===== config.mk =====
export PLATFORM = sky130hd
export DESIGN_NAME = axi_req_beat_decoder
export DESIGN_NICKNAME = d
export VERILOG_FILES = /design/src/rtl/axi_req_beat_decoder.sv
export SDC_FILE = /design/constraint.sdc
export NUM_CORES = 1
export LEC_CHECK = 0
export ABC_AREA = 1
export CAP_MARGIN = 30
export CORE_AREA = 5 5 150 152
export CTS_BUF_LIST = sky130_fd_sc_hd__clkbuf_4 sky130_fd_sc_hd__clkbuf_8
export DETAILED_ROUTE_END_ITERATION = 16
export DIE_AREA = 0 0 155 157
export PLACE_DENSITY_LB_ADDON = 0.15
export SLEW_MARGIN = 15
export SYNTH_ARGS = -nofsm -noshare
export SYNTH_HDL_FRONTEND = slang
export SYNTH_SLANG_ARGS = --single-unit

===== constraint.sdc =====
create_clock -name clk -period 4.3 [get_ports clk]
set_clock_uncertainty 0.15 [all_clocks]
set_input_delay 0.86 -clock clk [delete_from_list [all_inputs] [get_ports clk]]
set_output_delay 0.86 -clock clk [all_outputs]
set_load 0.05 [all_outputs]

===== src/rtl/axi_req_beat_decoder.sv =====
// Unpacks one arbiter request (read or write layout) and sequences it as AXI beats
// (FIXED/INCR/WRAP), splitting each beat address into tag/index/offset for the cache.
module axi_req_beat_decoder #(
    parameter int REQ_W    = 128,
    parameter int ADDR_W   = 32,
    parameter int ID_W     = 4,
    parameter int DATA_W   = 64,
    parameter int OFFSET_W = 3,
    parameter int INDEX_W  = 7
) (
    input  logic                                  clk,
    input  logic                                  rst_n,
    input  logic                                  in_valid,
    output logic                                  in_ready,
    input  logic                                  in_wr,
    input  logic [REQ_W-1:0]                      in_req,
    output logic                                  out_valid,
    input  logic                                  out_ready,
    output logic                                  out_wr,
    output logic [ADDR_W-1:0]                     out_addr,
    output logic [ID_W-1:0]                       out_id,
    output logic [2:0]                            out_size,
    output logic [7:0]                            out_beat,
    output logic                                  out_last,
    output logic [DATA_W-1:0]                     out_wdata,
    output logic [DATA_W/8-1:0]                   out_wstrb,
    output logic [ADDR_W-INDEX_W-OFFSET_W-1:0]    out_tag,
    output logic [INDEX_W-1:0]                    out_index,
    output logic [OFFSET_W-1:0]                   out_offset,
    output logic                                  out_err,
    output logic                                  dbg_state
);
    localparam int STRB_W   = DATA_W / 8;
    localparam int TAG_W    = ADDR_W - INDEX_W - OFFSET_W;
    localparam int SIZE_MAX = $clog2(STRB_W);
    localparam int WR_BASE  = DATA_W + STRB_W;

    localparam logic [1:0] BURST_FIXED = 2'b00;
    localparam logic [1:0] BURST_INCR  = 2'b01;
    localparam logic [1:0] BURST_WRAP  = 2'b10;
    localparam logic [1:0] BURST_RSVD  = 2'b11;

    // Handshakes: a transfer happens on a rising edge where valid and ready are both high;
    // valid never drops and the payload never changes until that transfer has happened.
    typedef enum logic {S_IDLE = 1'b0, S_BEAT = 1'b1} state_t;
    state_t state;

    logic [ADDR_W-1:0] f_addr;
    logic [ID_W-1:0]   f_id;
    logic [1:0]        f_burst;
    logic [2:0]        f_size;
    logic [7:0]        f_len;
    logic [DATA_W-1:0] f_wdata;
    logic [STRB_W-1:0] f_wstrb;

    always_comb begin
        f_addr  = '0;
        f_id    = '0;
        f_burst = '0;
        f_size  = '0;
        f_len   = '0;
        f_wdata = '0;
        f_wstrb = '0;
        if (in_wr) begin
            f_wstrb = in_req[STRB_W-1:0];
            f_wdata = in_req[STRB_W +: DATA_W];
            f_len   = in_req[WR_BASE +: 8];
            f_size  = in_req[WR_BASE+8 +: 3];
            f_burst = in_req[WR_BASE+11 +: 2];
            f_id    = in_req[WR_BASE+13 +: ID_W];
            f_addr  = in_req[WR_BASE+13+ID_W +: ADDR_W];
        end else begin
            f_len   = in_req[7:0];
            f_size  = in_req[10:8];
            f_burst = in_req[12:11];
            f_id    = in_req[13 +: ID_W];
            f_addr  = in_req[13+ID_W +: ADDR_W];
        end
    end

    // Capture-time legality checks; illegal bursts still run, using a sane fallback.
    logic              size_big;
    logic [2:0]        cap_size;
    logic [ADDR_W-1:0] cap_step;
    logic              len_ok;
    logic              unaligned;
    logic [1:0]        cap_burst;
    logic              cap_err;

    always_comb begin
        size_big  = (f_size > 3'(SIZE_MAX));
        cap_size  = size_big ? 3'(SIZE_MAX) : f_size;
        cap_step  = ADDR_W'(1) << cap_size;
        len_ok    = (f_len == 8'd1) || (f_len == 8'd3) || (f_len == 8'd7) || (f_len == 8'd15);
        unaligned = |(f_addr & (cap_step - ADDR_W'(1)));
        cap_burst = f_burst;
        if (f_burst == BURST_RSVD || (f_burst == BURST_WRAP && !len_ok))
            cap_burst = BURST_INCR;
        cap_err = (f_burst == BURST_RSVD) || size_big ||
                  (f_burst == BURST_WRAP && (!len_ok || unaligned));
    end

    logic [1:0]        burst_q;
    logic [2:0]        size_q;
    logic [7:0]        len_q;
    logic [ADDR_W-1:0] step;
    logic [ADDR_W-1:0] wrap_mask;
    logic [ADDR_W-1:0] next_addr;

    always_comb begin
        step      = ADDR_W'(1) << size_q;
        wrap_mask = (ADDR_W'({1'b0, len_q} + 9'd1) << size_q) - ADDR_W'(1);
        case (burst_q)
            BURST_FIXED: next_addr = out_addr;
            BURST_WRAP:  next_addr = (out_addr & ~wrap_mask) | ((out_addr + step) & wrap_mask);
            default:     next_addr = (out_addr & ~(step - ADDR_W'(1))) + step;
        endcase
    end

    always_ff @(posedge clk or negedge rst_n) begin
        if (!rst_n) begin
            state     <= S_IDLE;
            in_ready  <= 1'b1;
            out_valid <= 1'b0;
            out_wr    <= 1'b0;
            out_addr  <= '0;
            out_id    <= '0;
            out_size  <= '0;
            out_beat  <= '0;
            out_last  <= 1'b0;
            out_wdata <= '0;
            out_wstrb <= '0;
            out_err   <= 1'b0;
            burst_q   <= '0;
            size_q    <= '0;
            len_q     <= '0;
        end else begin
            case (state)
                S_IDLE: begin
                    if (in_valid && in_ready) begin
                        state     <= S_BEAT;
                        in_ready  <= 1'b0;
                        out_valid <= 1'b1;
                        out_wr    <= in_wr;
                        out_addr  <= f_addr;
                        out_id    <= f_id;
                        out_size  <= f_size;
                        out_beat  <= 8'd0;
                        out_last  <= (f_len == 8'd0);
                        out_wdata <= f_wdata;
                        out_wstrb <= f_wstrb;
                        out_err   <= cap_err;
                        burst_q   <= cap_burst;
                        size_q    <= cap_size;
                        len_q     <= f_len;
                    end
                end
                S_BEAT: begin
                    if (out_valid && out_ready) begin
                        if (out_last) begin
                            state     <= S_IDLE;
                            in_ready  <= 1'b1;
                            out_valid <= 1'b0;
                        end else begin
                            out_beat  <= out_beat + 8'd1;
                            out_last  <= ((out_beat + 8'd1) == len_q);
                            out_addr  <= next_addr;
                            out_wstrb <= '0;
                        end
                    end
                end
                default: state <= S_IDLE;
            endcase
        end
    end

    assign out_tag    = out_addr[ADDR_W-1 -: TAG_W];
    assign out_index  = out_addr[OFFSET_W +: INDEX_W];
    assign out_offset = out_addr[OFFSET_W-1:0];
    assign dbg_state  = (state == S_BEAT);

endmodule


## Yosys cells after proc, flatten, opt, wreduce, memory -nomap -nowiden

Cells that the tools add are included.

| storage, ports and cells | value |
|---|---|
| input port bits | 133 |
| bits in registers | 138 |
| output and inout port bits | 157 |

| operators by class | value |
|---|---|
| reduce and logical (&&, ||, !) cells | 20 |
| equality and inequality tests | 13 |
| mux-type cells | 38 |
| add/sub/neg operators | 7 |
| order comparisons | 1 |
| shift operators | 3 |
| bitwise gates (word level) | 8 |

Operator list:

| kind | count |
|---|---|
| $and 32x32->32 | 4 |
| $mux 32 | 4 |
| $pmux 32 s2 | 2 |
| $sub 32x1->32 const B | 3 |
| $add 32x32->32 | 2 |
| $mux 64 | 1 |
| $mux 8 | 8 |
| $not 32->32 | 2 |
| $shl 1x3->32 const A | 2 |
| $or 32x32->32 | 1 |
| $pmux 8 s2 | 2 |
| $reduce_or 32->1 | 1 |
| $shl 9x3->32 | 1 |
| $mux 1 | 12 |
| $add 8x1->9 const B | 1 |
| $add 8x1->8 const B | 1 |
| $eq 8x1->1 const B | 1 |
| $eq 8x2->1 const B | 1 |
| $eq 8x3->1 const B | 1 |
| $eq 8x4->1 const B | 1 |
| $eq 8x8->1 | 1 |
| $logic_not 8->1 | 1 |
| $ne 2x2->1 const B | 4 |
| $pmux 1 s2 | 4 |
| 14 further kinds | 29 |

## Depth between registers and ports, before layout

| depth | value |
|---|---|
| depth after elaboration | 10 |
| mapped depth | 23 |
| depth with buffers taken out | 21 |

## Least setup slack after synthesis

No wires, ideal clock.

| timing path | value |
|---|---|
| kind | flip-flop to flip-flop |
| start | register size_q[2] |
| end | register with a tool-made name |
| cell stages (with the launch flop) | 19 |
| arrival | 2.707 ns |
| buffers on the path | 1 |
| required time | 4.032 ns |
| setup slack | 1.325 ns |
| period minus slack after synthesis | 2.975 ns |
| cell sequence | dfrtp_1 -> buf_4 -> inv_2 -> nand2_1 -> inv_1 -> ha_1 -> inv_1 -> fa_1 -> inv_1 -> a31oi_1 -> o21bai_1 -> nand2_1 -> nor2_1 -> nand2_1 -> xnor2_1 -> nand4_1 -> nand3_1 -> nand2_1 -> nand2_1 |

RTL lines:

| item | line | RTL |
|---|---|---|
| from (decl) | 104 | `logic [2:0] size_q;` |
| from (signal assigned) | 154 | `size_q <= cap_size;` |

==> flow_summary.json <==
{
  "crit_slowest_cell": "sky130_fd_sc_hd__dfrtp_1",
  "sequentialPowerShare": 0.484,
  "floorplan.core_area_mm2": 0.02089,
  "postSynthRegisterBits": 138,
  "ctsHtreeMaxLevel": 4,
  "postLayoutCoreUtil": 0.6497,
  "synth-warning-count": 0,
  "tritoncts": "yes",
  "die-area_mm2": 0.02434,
  "first_pass_grt_wire_length_um": 56630,
  "timing_worst_slew_pin_value_ps": 857.0,
  "worst_r2r_startpoint": "size_q[0]",
  "leakagePower_nw": 6.374,
  "reg2reg_depth": 16,
  "synth-async-reset-ratio": 1.000,
  "internal-power_mw": 1.911,
  "syn_area_mm2": 0.01032,
  "synth_cells": 1546,
  "cts-root-to-sink-buffers": 2,
  "global_route_usage_sum": 0.2939,
  "antenna_cells_inserted": 0,
  "cts_root_buffer": "sky130_fd_sc_hd__clkbuf_8",
  "power.share.combinational": 0.086,
  "finalSetupTns_ps": 0,
  "synth_top_flop_cell": "sky130_fd_sc_hd__dfrtp_1",
  "ctsHoldBuffers": 0,
  "drc": 0,
  "worst-path-buf-inv": 3,
  "post-synth-top-area-cell": "sky130_fd_sc_hd__dfrtp_1",
  "worstSkewPairLatency_ps": 480,
  "finish.cell_count_without_fillers": 2059,
  "power_switching_share": 0.2860,
  "route.final.wire_length_um": 36390,
  "hold_viol": 0,
  "status": "complete, no violations",
  "post-cts-setup-buffers": 0,
  "maxSlewViolCount": 0,
  "worst_ir_drop_vdd_mv": 0.1750,
  "cpMostUsedCell": "sky130_fd_sc_hd__nand2_1",
  "cts.clk_slew.worst_paths_ps": 100,
  "power_mw": 2.676,
  "rows": 53,
  "power_density_mw_per_mm2": 197.2,
  "clk_network_pwr_share": 0.430,
  "initial_core_util": 0.4941,
  "detailed_place.area_mm2": 0.01315,
  "grt.overflow.total": 0,
  "hp-class": "in -> async",
  "cp.required_ps": 4510,
  "die_height_um": 157,
  "timing.critical_path.fanout_max": 22,
  "cap_viol_max_count": 0,
  "worst_slew_margin_rel": 0.4287,
  "critical-path-max-stage-delay_ps": 810,
  "antenna_found_initial": 1,
  "first_global_vias": 10390,
  "setup_viol_count_final": 0,
  "crit_path_cell_trace": "nand2_1 > nor2_1 > inv_1 > ha_1 > nand2_1 > inv_1 > ha_1 > inv_1 > o21ai_0 > a21oi_1 > nand2_1 > nand2_1 > xor2_1 > o21ai_0 > o21ai_0 > nand2_1",
  "numCtsBuffers": 17,
  "synth.area.top_cells": "sky130_fd_sc_hd__dfrtp_1, sky130_fd_sc_hd__nand2_1, sky130_fd_sc_hd__nand3_1",
  "endpoint_class_of_the_critical_path": "register",
  "synthesized_net_count": 1699,
  "place_congestion": 0.9560,
  "final.fill_count": 1953,
  "numClockSinks": 138,
  "rsz0062_at_grt": "no",
  "hpwlAfterDp_um": 27700,
  "post_drt_via_cell_ratio": 5.398,
  "numPortBuffers": 282,
  "areaGrowthSynthToFinish_pct": 31.50,
  "period_minus_slack_ps": 3957,
  "wl_per_cell_um": 17.67,
  "crit_path_start_kind": "register",
  "synth_largest_type_area_fraction": 0.3322,
  "detailed_route_iter0_violations": 971,
  "synth-seq-area-share": 0.3347,
  "die_width_um": 155,
  "fin_nets": 1924,
  "cts_resized": 0,
  "drive_gt1_frac": 0.06614,
  "dr_pass1_iterations": 7,
  "synth-edff-count": 0,
  "final_antenna_net_count": 0,
  "number_of_cells_after_detailed_placement": 2026,
  "via_count": 11110,
  "crit_type": "reg -> reg",
  "grt_max_degree": 119,
  "critical_path.top_delay_family": "simple AND/OR/NAND/NOR gates",
  "finish.instance_area_mm2": 0.01357,
  "ys_types": 51,
  "setup.reg_to_reg.worst_slack_ps": 340,
  "achievable-frequency_mhz": 252.7,
  "io_pins": 290,
  "p_sw_mw": 0.7654,
  "syn_area_per_cell_um2": 6.676,
  "cp.arrival_ps": 4170,
  "fin_crit_sh": 0.9201
}
## power groups by stage
stage	Clock, mW	Sequential (mW)	Combinational (mW)
floorplan	0	1.32	0.0570
finish	1.15	1.30	0.229
detailed placement	0	1.32	0.229
global route	1.22	1.30	0.250
CTS	1.16	1.30	0.230
global placement	0	1.32	0.228
## layer usage
layer  up-vias  share of wire  wire length [um]  global-route usage
met2       515           0.46             16620              0.4659
met5         -        0.00030                11                   0
met4         2          0.019               684             0.07653
met3        53           0.11              4035             0.09266
met1      5077           0.41             15040              0.3922
li1       5467              -                 -                   -
## Yosys cell counts, types with 4 or more instances
master / n
sky130_fd_sc_hd__nand3_2: 11
sky130_fd_sc_hd__a21oi_1: 55
sky130_fd_sc_hd__xor2_1: 30
sky130_fd_sc_hd__a21oi_2: 5
sky130_fd_sc_hd__buf_4: 36
sky130_fd_sc_hd__clkbuf_1: 40
sky130_fd_sc_hd__xnor2_1: 11
sky130_fd_sc_hd__nor2_1: 123
sky130_fd_sc_hd__nand2_1: 474
sky130_fd_sc_hd__nand3_1: 153
sky130_fd_sc_hd__o21ai_0: 143
sky130_fd_sc_hd__nor2_2: 6
sky130_fd_sc_hd__or2_2: 7
sky130_fd_sc_hd__o211ai_1: 7
sky130_fd_sc_hd__mux2i_1: 8
sky130_fd_sc_hd__nor4_1: 8
sky130_fd_sc_hd__nand2_2: 16
sky130_fd_sc_hd__buf_2: 6
sky130_fd_sc_hd__ha_1: 19
sky130_fd_sc_hd__nor2_4: 4
sky130_fd_sc_hd__a211oi_1: 11
sky130_fd_sc_hd__o22ai_1: 5
sky130_fd_sc_hd__a31oi_1: 10
sky130_fd_sc_hd__dfrtp_1: 137
sky130_fd_sc_hd__nor3_1: 18
sky130_fd_sc_hd__nand4_1: 19
sky130_fd_sc_hd__o21bai_1: 4
sky130_fd_sc_hd__inv_1: 132
sky130_fd_sc_hd__buf_1: 14
## cell usage in the layout (no fill, tap or decap), types with 7 or more instances in the layout
cell                              synthesis  routed
sky130_fd_sc_hd__nor2_1                 123     123
sky130_fd_sc_hd__a211oi_1                11      11
sky130_fd_sc_hd__nand3_2                 11      11
sky130_fd_sc_hd__nor3_1                  18      18
sky130_fd_sc_hd__ha_1                    19      19
sky130_fd_sc_hd__nand2_2                 16      16
sky130_fd_sc_hd__xnor2_1                 11      11
sky130_fd_sc_hd__nand2_1                474     474
sky130_fd_sc_hd__nand3_1                153     152
sky130_fd_sc_hd__inv_1                  132     132
sky130_fd_sc_hd__a31oi_1                 10      10
sky130_fd_sc_hd__dfrtp_1                137     136
sky130_fd_sc_hd__o21ai_0                143     143
sky130_fd_sc_hd__clkdlybuf4s50_1          0     280
sky130_fd_sc_hd__o211ai_1                 7       7
sky130_fd_sc_hd__buf_4                   36      21
sky130_fd_sc_hd__clkbuf_8                 0      17
sky130_fd_sc_hd__nand4_1                 19      19
sky130_fd_sc_hd__a21oi_1                 55      55
sky130_fd_sc_hd__mux2i_1                  8       8
sky130_fd_sc_hd__or2_2                    7       7
sky130_fd_sc_hd__nor4_1                   8       8
sky130_fd_sc_hd__xor2_1                  30      30
## how the worst max path moves through the flow
stage              start  endpoint  slack (ps)  depth (start not counted)
6_report       size_q[0]  register         340                         16
5_1_grt        size_q[0]  register          40                         16
2_1_floorplan  size_q[2]  register        1320                         18
4_1_cts        size_q[0]  register         400                         16
3_5_place_dp   size_q[0]  register         440                         16
3_3_place_gp   size_q[0]  register         520                         16
## kinds of logic (layout without fill, tap and decap cells)
family | after synthesis | after routing | synth area share
AO/OA/AOI/OAI | 255 | 255 | 0.1370
XOR/XNOR | 41 | 41 | 0.03479
adder cells (fa/ha/maj) | 20 | 20 | 0.02497
buffers and inverters | 236 | 474 | 0.1011
flip-flops | 138 | 138 | 0.3347
multiplexers | 8 | 8 | 0.007759
other | 2 | 2 | 0.0007276
AND/OR/NAND/NOR | 846 | 846 | 0.3590
## area by class of cell
type                    instances  area, um2  area share
multi-input cells            1172       5836      0.4300
flip-flops and latches        138       3456      0.2546
repair buffers                304       3012      0.2219
inverters                     138      518.0     0.03817
well taps                     275      344.1     0.02535
clock buffers                  17      234.0     0.01724
clock inverters                15      172.7     0.01272
## per-stage QoR
step	setup WS, ps	hold WS, ps
CTS	399.9	330.4
floorplan	1325	322.3
detailed placement	441.8	320.0
global placement	516.6	314.8
finish	343.4	315.9
global route	35.16	353.6
(Power assumes the default switching activity.)
==> RTL edit: new RTL, same flow settings <==
Reset style: synchronous (`rst_n`), changed in one clocked block.
--- a/src/rtl/axi_req_beat_decoder.sv
+++ b/src/rtl/axi_req_beat_decoder.sv
@@ -117,7 +117,7 @@
         endcase
     end
 
-    always_ff @(posedge clk or negedge rst_n) begin
+    always_ff @(posedge clk) begin
         if (!rst_n) begin
             state     <= S_IDLE;
             in_ready  <= 1'b1;
Check against the original RTL: differs if rst_n is asserted again (counterexample within 4 cycles, from zero or initial values and one cycle with rst_n low); with rst_n held inactive, the same outputs for 4 cycles.
==> RTL edit against the unedited design <==
Setup slack gained 520 ps; critical path type unchanged; die area did not move; non-clock buffer count decreased by 3; design area fell by 2.9%; highest routed layer unchanged; largest cell class unchanged; area after synthesis is 2.6% lower; synthesized cell count increased by 3.5%; routed wire length up 4.6%; critical path depth is 2 lower; sequential cell count is the same.
Power is not compared: it rests on default switching activity, and its combinational part moved more than twofold at a synthesized area within 25%.
==> RTL edit: results (changes against the unedited design) <==
metric,value,unit,change
final_nets,1959,,+1.8%
syn_nets,1751,,+3.1%
synthArstFlopShare,0,,-1.000
setup_tns,0,ps,unchanged
reg2reg_setup_slack,870,ps,+520 ps
yosysUniqueCellTypes,53,,+3.9%
power.net_switching,1809,uW,
arrival,3630,ps,-540 ps
drt-total-wl,38080,um,+4.6%
critPathMaxFanout,14,,-36%
grt_pass1_vias,10670,,+2.7%
clockPowerShare,0.268,,
slew_headroom,0.4485,,+0.01981
synth_common_cells,"452 x nand2_1, 203 x nand3_1, 164 x a21oi_1",,
gp_congestion,0.9389,,-1.8%
htreeDepth,4,,unchanged
postCtsSetupBuffers,0,,unchanged
ir_worst_vdd,0.1860,mV,
netlist_top_cells_area,"dfxtp_1 27%, nand2_1 17%, nand3_1 10%",,
grt_max_degree,60,,-50%
dp_hpwl,28630,um,+3.3%
clkTransAtPathRegs,100,ps,about the same
synth-seq-area-share,0.2748,,-0.05988
clk_latency,460,ps,-20 ps
insertedDiodeCount,0,,unchanged
grt_usage,0.3008,,+0.006869
cts_buffer_depth,2,,unchanged
powerSeq,1470,uW,
portBuffers,282,,unchanged
yosysWarnings,0,,unchanged
ctsResizeCount,0,,unchanged
status,"complete, no violations",,
max_stage_delay,440,ps,-370 ps
min_path_type,reg2reg,,
cts_root_buffer,clkbuf_8,,
critPathSlowestCell,fa_1,,
drt_first_pass_iters,6,,-1
antenna_found_initial,1,,unchanged
vias_per_cell,5.479,,+1.5%
drive_gt1_frac,0.07798,,+0.01184
drtIter0Drc,968,,-0.31%
dpl_cell_area,0.01277,mm^2,-2.8%
cts_buffers,17,,unchanged
p_leak,0.005234,uW,
grt_pass1_wl,58130,um,+2.6%
[RTL edit: cell type report]
cell class,count,area (um^2)
clock buffer,17,234.0
clock inverter,15,172.7
fill,2021,7709
inverter,138,519.2
multi-input combinational,1212,6172
sequential,138,2763
tap,275,344.1
timing repair buffer,301,2975
[RTL edit: stage by stage]
step | hold slack [ps] | instances | utilization | worst slack (ps) | total power, uW
after floorplan | 305.2 | 1600 | - | 1461 | 2551
after global placement | 301.2 | 2064 | 0.6115 | 1070 | 3030
after detailed placement | 307.7 | 2064 | 0.6115 | 961.1 | 3048
after CTS | 320.5 | 2096 | 0.6310 | 946.5 | 4151
after global routing | 334.9 | 2096 | 0.6310 | 672.3 | 4347
final | 318.6 | 2096 | 0.6310 | 867.3 | 4146
[RTL edit: per-layer routing]
metal	up-vias	wire [um]	global-route usage
met4	2	738	0.07065
met2	451	17860	0.4993
met5	-	13	0
met3	54	3602	0.08771
li1	5642	-	-
met1	5334	15860	0.3877
[RTL edit: cell families after synthesis]
group                    count (synthesis)  synth area share
multiplexers                             9          0.008962
AO/OA/AOI/OAI                          289            0.1577
AND/OR/NAND/NOR                        850            0.3839
adder cells (fa/ha/maj)                 18           0.02315
XOR/XNOR                                44           0.03834
buffers and inverters                  250            0.1124
flip-flops                             138            0.2748
other                                    2         0.0007471
[RTL edit: worst paths after layout]
| check | from | to | depth (start not counted) |
|---|---|---|---|
| setup / recovery | size_q[1] | register | 14 |
| hold / removal | out_wdata[43] | out_wdata[43] | 2 |
| setup reg to reg | size_q[1] | register | 14 |
| hold reg to reg | out_wdata[43] | out_wdata[43] | 2 |
[RTL edit: critical path: cells and delay by family (launching register included)]
family | cells | cell delay, ps
compound gates | 2 | 340
xor+xnor | 1 | 190
fa+ha+maj | 2 | 760
buf+inv | 2 | 290
flops | 1 | 390
simple gates | 7 | 1180
